### src/rtl/sysctl_csr_bank_pkg.sv
// Shared constants and decode helpers for the system-control CSR bank.
// Word offsets are byte address bits [7:2]; the region enum names each decoded target.
package sysctl_csr_pkg;

  localparam logic [5:0]  ADR_ID        = 6'h00;  // 0x00
  localparam logic [5:0]  ADR_IRQ_PEND  = 6'h01;  // 0x04
  localparam logic [5:0]  ADR_IRQ_MASK  = 6'h02;  // 0x08
  localparam logic [5:0]  ADR_PULSE     = 6'h03;  // 0x0C
  localparam logic [5:0]  ADR_CTL_BASE  = 6'h10;  // 0x40
  localparam logic [5:0]  ADR_STAT_BASE = 6'h20;  // 0x80

  localparam logic [31:0] DEFAULT_ID    = 32'h5C5C_0002;

  typedef enum logic [2:0] {
    REG_NONE,
    REG_ID,
    REG_PEND,
    REG_MASK,
    REG_PULSE,
    REG_CTL,
    REG_STAT
  } reg_sel_e;

  function automatic logic [31:0] byte_mask(input logic [3:0] sel);
    return {{8{sel[3]}}, {8{sel[2]}}, {8{sel[1]}}, {8{sel[0]}}};
  endfunction

endpackage

### src/rtl/sysctl_csr_bank_if.sv
// Pipelined Wishbone slave bundle for the CSR bank; the master drives the request,
// the slave returns ack/stall/read data.
interface sysctl_csr_bank_if;
  logic [31:0] adr;
  logic [31:0] dat_w;
  logic [31:0] dat_r;
  logic [3:0]  sel;
  logic        cyc;
  logic        stb;
  logic        we;
  logic        ack;
  logic        stall;

  modport master (output adr, dat_w, sel, cyc, stb, we, input  dat_r, ack, stall);
  modport slave  (input  adr, dat_w, sel, cyc, stb, we, output dat_r, ack, stall);
endinterface

### src/rtl/sysctl_irq_ctrl.sv
// Rising-edge interrupt capture with W1C pending, RW mask and a registered request.
// pend updates one edge after the source rises; irq follows pend/mask by one more edge.
module sysctl_irq_ctrl #(
  parameter int g_num_irq = 8
) (
  input  logic                 clk,
  input  logic                 rst,
  input  logic [g_num_irq-1:0] src,
  input  logic                 mask_we,
  input  logic                 pend_we,
  input  logic [g_num_irq-1:0] wdat,
  input  logic [g_num_irq-1:0] wmask,
  output logic [g_num_irq-1:0] pend,
  output logic [g_num_irq-1:0] mask,
  output logic                 irq
);

  logic [g_num_irq-1:0] prev;
  logic [g_num_irq-1:0] rise;
  logic [g_num_irq-1:0] clr;

  assign rise = src & ~prev;
  assign clr  = pend_we ? (wdat & wmask) : '0;

  // Rise is OR-ed in after the clear so a simultaneous set wins.
  always_ff @(posedge clk or posedge rst) begin
    if (rst) begin
      prev <= '0;
      pend <= '0;
      mask <= '0;
      irq  <= 1'b0;
    end else begin
      prev <= src;
      pend <= (pend & ~clr) | rise;
      if (mask_we)
        mask <= (mask & ~wmask) | (wdat & wmask);
      irq  <= |(pend & mask);
    end
  end

endmodule

### src/rtl/sysctl_csr_bank.sv
// Wishbone CSR bank: RW control words, RO status words, pulse strobes and an IRQ block.
// One-cycle ack per accepted strobe, never stalls; ack is dropped if cyc falls first.
module sysctl_csr_bank
  import sysctl_csr_pkg::*;
#(
  parameter int          g_num_ctl   = 8,
  parameter int          g_num_stat  = 4,
  parameter int          g_num_irq   = 8,
  parameter logic [31:0] g_ctl_reset = 32'h0,
  parameter logic [31:0] g_id        = DEFAULT_ID
) (
  input  logic                    clk_sys_i,
  input  logic                    rst_i,
  sysctl_csr_bank_if.slave        wb,
  output logic [32*g_num_ctl-1:0]  ctl_o,
  input  logic [32*g_num_stat-1:0] stat_i,
  output logic [31:0]              pulse_o,
  input  logic [g_num_irq-1:0]     irq_src_i,
  output logic                     irq_o
);

  if (g_num_ctl < 1 || g_num_ctl > 16 || g_num_stat < 1 || g_num_stat > 16 ||
      g_num_irq < 1 || g_num_irq > 32) begin : g_bad_param
    $error("sysctl_csr_bank: parameter out of range");
  end

  localparam logic [4:0] NUM_CTL  = 5'(g_num_ctl);
  localparam logic [4:0] NUM_STAT = 5'(g_num_stat);

  logic [5:0]           word;
  logic [3:0]           idx;
  reg_sel_e             region;
  logic                 acc;
  logic                 wr;
  logic [31:0]          wm;
  logic [31:0]          rd_mux;
  logic [31:0]          ctl_q [g_num_ctl];
  logic                 ack_q;
  logic [31:0]          dat_q;
  logic [g_num_irq-1:0] pend_bits;
  logic [g_num_irq-1:0] mask_bits;
  logic [31:0]          pend_rd;
  logic [31:0]          mask_rd;
  logic                 unused_adr;

  assign word       = wb.adr[7:2];
  assign idx        = word[3:0];
  assign acc        = wb.cyc & wb.stb;
  assign wr         = acc & wb.we;
  assign wm         = byte_mask(wb.sel);
  assign unused_adr = ^{wb.adr[31:8], wb.adr[1:0]};

  always_comb begin
    region = REG_NONE;
    if (word == ADR_ID)
      region = REG_ID;
    else if (word == ADR_IRQ_PEND)
      region = REG_PEND;
    else if (word == ADR_IRQ_MASK)
      region = REG_MASK;
    else if (word == ADR_PULSE)
      region = REG_PULSE;
    else if (word[5:4] == ADR_CTL_BASE[5:4] && {1'b0, idx} < NUM_CTL)
      region = REG_CTL;
    else if (word[5:4] == ADR_STAT_BASE[5:4] && {1'b0, idx} < NUM_STAT)
      region = REG_STAT;
  end

  always_comb begin
    pend_rd = '0;
    mask_rd = '0;
    pend_rd[g_num_irq-1:0] = pend_bits;
    mask_rd[g_num_irq-1:0] = mask_bits;
  end

  always_comb begin
    rd_mux = '0;
    case (region)
      REG_ID:   rd_mux = g_id;
      REG_PEND: rd_mux = pend_rd;
      REG_MASK: rd_mux = mask_rd;
      REG_CTL: begin
        for (int i = 0; i < g_num_ctl; i++)
          if (idx == 4'(i)) rd_mux = ctl_q[i];
      end
      REG_STAT: begin
        for (int i = 0; i < g_num_stat; i++)
          if (idx == 4'(i)) rd_mux = stat_i[32*i +: 32];
      end
      default:  rd_mux = '0;
    endcase
  end

  always_ff @(posedge clk_sys_i or posedge rst_i) begin
    if (rst_i) begin
      for (int i = 0; i < g_num_ctl; i++)
        ctl_q[i] <= g_ctl_reset;
    end else if (wr && region == REG_CTL) begin
      for (int i = 0; i < g_num_ctl; i++)
        if (idx == 4'(i))
          ctl_q[i] <= (ctl_q[i] & ~wm) | (wb.dat_w & wm);
    end
  end

  // Read data only moves on accepted reads so it holds between accesses.
  always_ff @(posedge clk_sys_i or posedge rst_i) begin
    if (rst_i) begin
      ack_q   <= 1'b0;
      dat_q   <= '0;
      pulse_o <= '0;
    end else begin
      ack_q   <= acc;
      if (acc && !wb.we)
        dat_q <= rd_mux;
      pulse_o <= (wr && region == REG_PULSE) ? (wb.dat_w & wm) : '0;
    end
  end

  for (genvar i = 0; i < g_num_ctl; i++) begin : g_ctl_out
    assign ctl_o[32*i +: 32] = ctl_q[i];
  end

  assign wb.ack   = ack_q & wb.cyc;
  assign wb.stall = 1'b0;
  assign wb.dat_r = dat_q;

  sysctl_irq_ctrl #(
    .g_num_irq (g_num_irq)
  ) u_irq (
    .clk     (clk_sys_i),
    .rst     (rst_i),
    .src     (irq_src_i),
    .mask_we (wr && region == REG_MASK),
    .pend_we (wr && region == REG_PEND),
    .wdat    (wb.dat_w[g_num_irq-1:0]),
    .wmask   (wm[g_num_irq-1:0]),
    .pend    (pend_bits),
    .mask    (mask_bits),
    .irq     (irq_o)
  );

endmodule

### src/flat_wrapper.sv
// flat-port wrapper written by rule: the top's interface ports become plain ports
module sysctl_csr_bank_flat import sysctl_csr_pkg::*;
#(
  parameter int          g_num_ctl   = 8,
  parameter int          g_num_stat  = 4,
  parameter int          g_num_irq   = 8,
  parameter logic [31:0] g_ctl_reset = 32'h0,
  parameter logic [31:0] g_id        = DEFAULT_ID
)
  (clk_sys_i, rst_i, ctl_o, stat_i, pulse_o, irq_src_i, irq_o, wb_adr, wb_dat_w, wb_sel, wb_cyc, wb_stb, wb_we, wb_dat_r, wb_ack, wb_stall);
  sysctl_csr_bank_if wb_i ();
  input  logic clk_sys_i;
  input  logic rst_i;
  output logic [32*g_num_ctl-1:0] ctl_o;
  input  logic [32*g_num_stat-1:0] stat_i;
  output logic [31:0] pulse_o;
  input  logic [g_num_irq-1:0] irq_src_i;
  output logic irq_o;
  input wire logic [$bits(wb_i.adr)-1:0] wb_adr;
  input wire logic [$bits(wb_i.dat_w)-1:0] wb_dat_w;
  input wire logic [$bits(wb_i.sel)-1:0] wb_sel;
  input wire logic [$bits(wb_i.cyc)-1:0] wb_cyc;
  input wire logic [$bits(wb_i.stb)-1:0] wb_stb;
  input wire logic [$bits(wb_i.we)-1:0] wb_we;
  output wire logic [$bits(wb_i.dat_r)-1:0] wb_dat_r;
  output wire logic [$bits(wb_i.ack)-1:0] wb_ack;
  output wire logic [$bits(wb_i.stall)-1:0] wb_stall;
  assign wb_i.adr = wb_adr;
  assign wb_i.dat_w = wb_dat_w;
  assign wb_i.sel = wb_sel;
  assign wb_i.cyc = wb_cyc;
  assign wb_i.stb = wb_stb;
  assign wb_i.we = wb_we;
  assign wb_dat_r = wb_i.dat_r;
  assign wb_ack = wb_i.ack;
  assign wb_stall = wb_i.stall;
  sysctl_csr_bank #(.g_num_ctl(g_num_ctl), .g_num_stat(g_num_stat), .g_num_irq(g_num_irq), .g_ctl_reset(g_ctl_reset), .g_id(g_id)) u_core (.clk_sys_i(clk_sys_i), .rst_i(rst_i), .wb(wb_i), .ctl_o(ctl_o), .stat_i(stat_i), .pulse_o(pulse_o), .irq_src_i(irq_src_i), .irq_o(irq_o));
endmodule
### config.mk
export PLATFORM = sky130hd
export DESIGN_NAME = sysctl_csr_bank_flat
export DESIGN_NICKNAME = d
export VERILOG_FILES = /design/src/rtl/sysctl_csr_bank_pkg.sv /design/src/rtl/sysctl_csr_bank_if.sv /design/src/rtl/sysctl_irq_ctrl.sv /design/src/rtl/sysctl_csr_bank.sv /design/src/flat_wrapper.sv
export SDC_FILE = /design/constraint.sdc
export NUM_CORES = 1
export LEC_CHECK = 0
export BUFFER_PORTS_ARGS = -buffer_cell sky130_fd_sc_hd__buf_4
export CAP_MARGIN = 25
export CORE_AREA = 2 2 207 209
export DETAILED_ROUTE_END_ITERATION = 7
export DIE_AREA = 0 0 209 211
export GPL_TIMING_DRIVEN = 0
export PLACE_DENSITY = 0.74
export RECOVER_POWER = 100
export SLEW_MARGIN = 10
export SYNTH_ARGS = -nofsm -noshare
export SYNTH_HDL_FRONTEND = slang
export SYNTH_SLANG_ARGS = --single-unit
### constraint.sdc
create_clock -name clk_sys_i -period 30 [get_ports clk_sys_i]
set_clock_uncertainty 0.1 [all_clocks]
set_input_delay 6 -clock clk_sys_i [delete_from_list [all_inputs] [get_ports clk_sys_i]]
set_output_delay 6 -clock clk_sys_i [all_outputs]
set_load 0.005 [all_outputs]
==> impl_metrics.yaml <==
status:
  outcome: "complete, but fails checks"
  violations: "capacitance limit, slew limit"
synthesis:
  ys_seq_area_share_pct: 52.7
  synth_compound_area_share_pct: 12.7
  synth_edf_count: 0
  postSynthCellCount: 1347
  yosysTopAreaCell: "dfrtp_1"
  synth_nets: 1556
  synth_adder_area_share_pct: 0
  yosys_register_bits: 346
  synth_area_leaders: "dfrtp_1, mux2_2, mux4_2"
  synth_top_cell_area_share_pct: 52.7
  yosysWarningCount: 0
  synth-simple-area-share_pct: 8.37
  ys_types: 55
  syn_area_um2: 16400
  synthXorXnorAreaFrac_pct: 0
  synth_top_family_by_area: "multiplexers"
  synth_flop_cell: "dfrtp_1"
  syn_area_per_cell_um2: 12.2
  synth_async_sr_flop_share_pct: 100
  synth.mux.area_fraction_pct: 23.4
floorplanning:
  fp.dieArea_um2: 44100
  fp.dieW_um: 209
  num_rows: 75
  start_util_pct: 39.3
  core-area_um2: 41800
  ios: 532
  die_y_um: 211
worst_setup_path:
  crit_buf_inv: 4
  crit_path_end: "u_core.wb.dat_r[16]"
  startpoint: "rst_i"
  cp-end-kind: "asynchronous set/reset pin"
  cpPeakStageDelay_ns: 4.35
  ff2ff_path_depth: 5
  crit_path_start_kind: "input pin"
  critPathArrivalTime_ns: 14.69
  r2r-end: "u_core.wb.dat_r[5]"
  crit_type: "input pin to asynchronous set/reset pin"
  worst-path-stages: 4
  cpMaxStageDelayCell: "clkbuf_1"
  rrSetupSlack_ns: 28.26
  required_ns: 29.08
  path_common_cell: "clkbuf_1"
  cp_max_fo: 108
  worstPathCellList: "clkbuf_4, clkinvlp_2, clkbuf_1, clkbuf_1"
  crit_family: "buffers and inverters"
detailed_routing:
  detailroute.via_count: 14641
  wl_um: 73800
  ant_nets: 0
  drt_iter0_drc: 1234
  wire_per_inst_um: 30.0
  vias_per_cell: 5.94
  drc: 0
  drt-pass1-iter-count: 8
clocking:
  hold_buffers: 0
  cts_resized: 0
  cts_root_buf: "clkbuf_16"
  htreeDepth: 2
  clock_latency_ns: 0.56
  postCtsSetupBuffers: 0
  cts_num_sinks: 346
  cts_tree: "done"
  clockBufferDepth: 3
  clk_pin_slew_worst_paths_ns: 0.06
  cts_made_buffers: 39
pwr:
  switching_power_w: 0.000273
  p_leak_nw: 10.3
  power_per_cell_area_nw_per_um2: 50.3
  pwr-share-clk_pct: 45.5
  combPwrFrac_pct: 9.9
  p_int_w: 0.000807
  switching_share_pct: 25.2
  seqPwrFrac_pct: 44.6
  peakVddDrop_mv: 0.0449
place:
  gp_congestion: 0.930
  placedCellCount: 2389
  hpwlAfterDp_um: 54900
  portBuffers: 498
sta:
  relSlewSlack_pct: -304
  slew_violations: 363
  clock.fmax_mhz: 64.0
  rsz0062_at_grt: "false"
  worst_pin_slew_ns: 6.06
  hold_viol_final: 0
  finalSetupViolations: 0
  tns_ns: 0
  min_period_ns: 15.61
  post-route-period-util_pct: 52.0
final_layout:
  drive_gt1_share_pct: 37.4
  fill_cells: 3788
  syn2layout_area_growth_pct: 30.7
  fin_util_pct: 51.4
  nets: 2100
  layoutNonFillerInstCount: 2463
  final_common_cell: "dfrtp_1"
  layout_common_cells: "dfrtp_1, mux2_2, clkbuf_1, clkbuf_4, buf_4"
grt:
  grt_pass1_vias: 14826
  grt_pass1_wl_um: 104000
  track_usage_pct: 33.0
  grt_max_degree: 113
  antenna_found_initial: 4
  grt_overflow: 0
worst_hold_path:
  holdCritPathClass: "flop to flop"
job:
  maxCapViolCount: 5
[worst reg2reg max path, delay by kind of cell (launching register included)]
family,cells,cell delay [ns]
simple gates,1,0.39
compound gates,4,0.74
flops,1,0.39
[cells by family after synthesis]
group,Yosys count
DFF,346
muxes,319
buffers and inverters,109
and+or+nand+nor,250
AOI/OAI and AO/OA,322
other,1
[routing by layer]
| layer | up-vias | routed length, µm | track usage (%) |
|---|---|---|---|
| met2 | 924 | 35300 | 54.1 |
| met3 | 183 | 6420 | 7.82 |
| met5 | - | 13 | 0 |
| li1 | 6082 | - | - |
| met4 | 2 | 3170 | 13.6 |
| met1 | 7450 | 28900 | 42.1 |
[power groups by stage]
| stage | logic [W] | registers (W) | clock network [W] |
|---|---|---|---|
| final | 0.000106 | 0.000482 | 0.000492 |
| after detailed placement | 0.000112 | 0.000490 | 0 |
| after floorplan | 0.0000463 | 0.000489 | 0 |
| after CTS | 0.000112 | 0.000481 | 0.000500 |
| after global routing | 0.000113 | 0.000482 | 0.000520 |
| after global placement | 0.000108 | 0.000490 | 0 |
[how the worst min path moves through the flow]
stage	startpoint	end	cells past startpoint
3_3_place_gp	u_core.wb.dat_r[26]	u_core.wb.dat_r[26]	2
5_1_grt	flop	flop	1
3_5_place_dp	u_core.wb.dat_r[19]	u_core.wb.dat_r[19]	2
6_report	u_core.wb.dat_r[19]	u_core.wb.dat_r[19]	2
4_1_cts	u_core.wb.dat_r[19]	u_core.wb.dat_r[19]	2
2_1_floorplan	flop	flop	1
[Yosys cell counts (all sizes together), types with 25 or more instances]
| cell type | count |
|---|---|
| a21oi | 65 |
| a22oi | 49 |
| and2 | 37 |
| buf | 35 |
| clkbuf | 58 |
| dfrtp | 346 |
| mux2 | 268 |
| mux2i | 26 |
| mux4 | 25 |
| nand2 | 116 |
| nor2 | 33 |
| o21ai | 105 |
| o221ai | 41 |
[layout make-up]
class                           instances  area (µm²)  share of cell area (%)
Clock buffer                           61        1230                    5.74
Sequential cell                       346        8660                    40.4
Inverter                               16        61.3                   0.286
Tap cell                              539         674                    3.14
Antenna cell                            3        7.51                  0.0350
Timing Repair Buffer                  503        3230                    15.0
Multi-Input combinational cell        892        7120                    33.2
Buffer                                 93         385                    1.80
Clock inverter                         10        93.8                   0.437
[through the flow]
step	total power, W	hold WS [ns]	setup WS, ns	cell area (µm²)
final	0.00108	0.408	14.39	21500
after global routing	0.00111	0.441	12.55	21500
after CTS	0.00109	0.420	17.52	22300
after detailed placement	0.000601	0.405	17.52	21000
after global placement	0.000598	0.395	10.73	20800
after floorplan	0.000535	0.380	14.31	16400
Power figures use the tool's default switching activity.
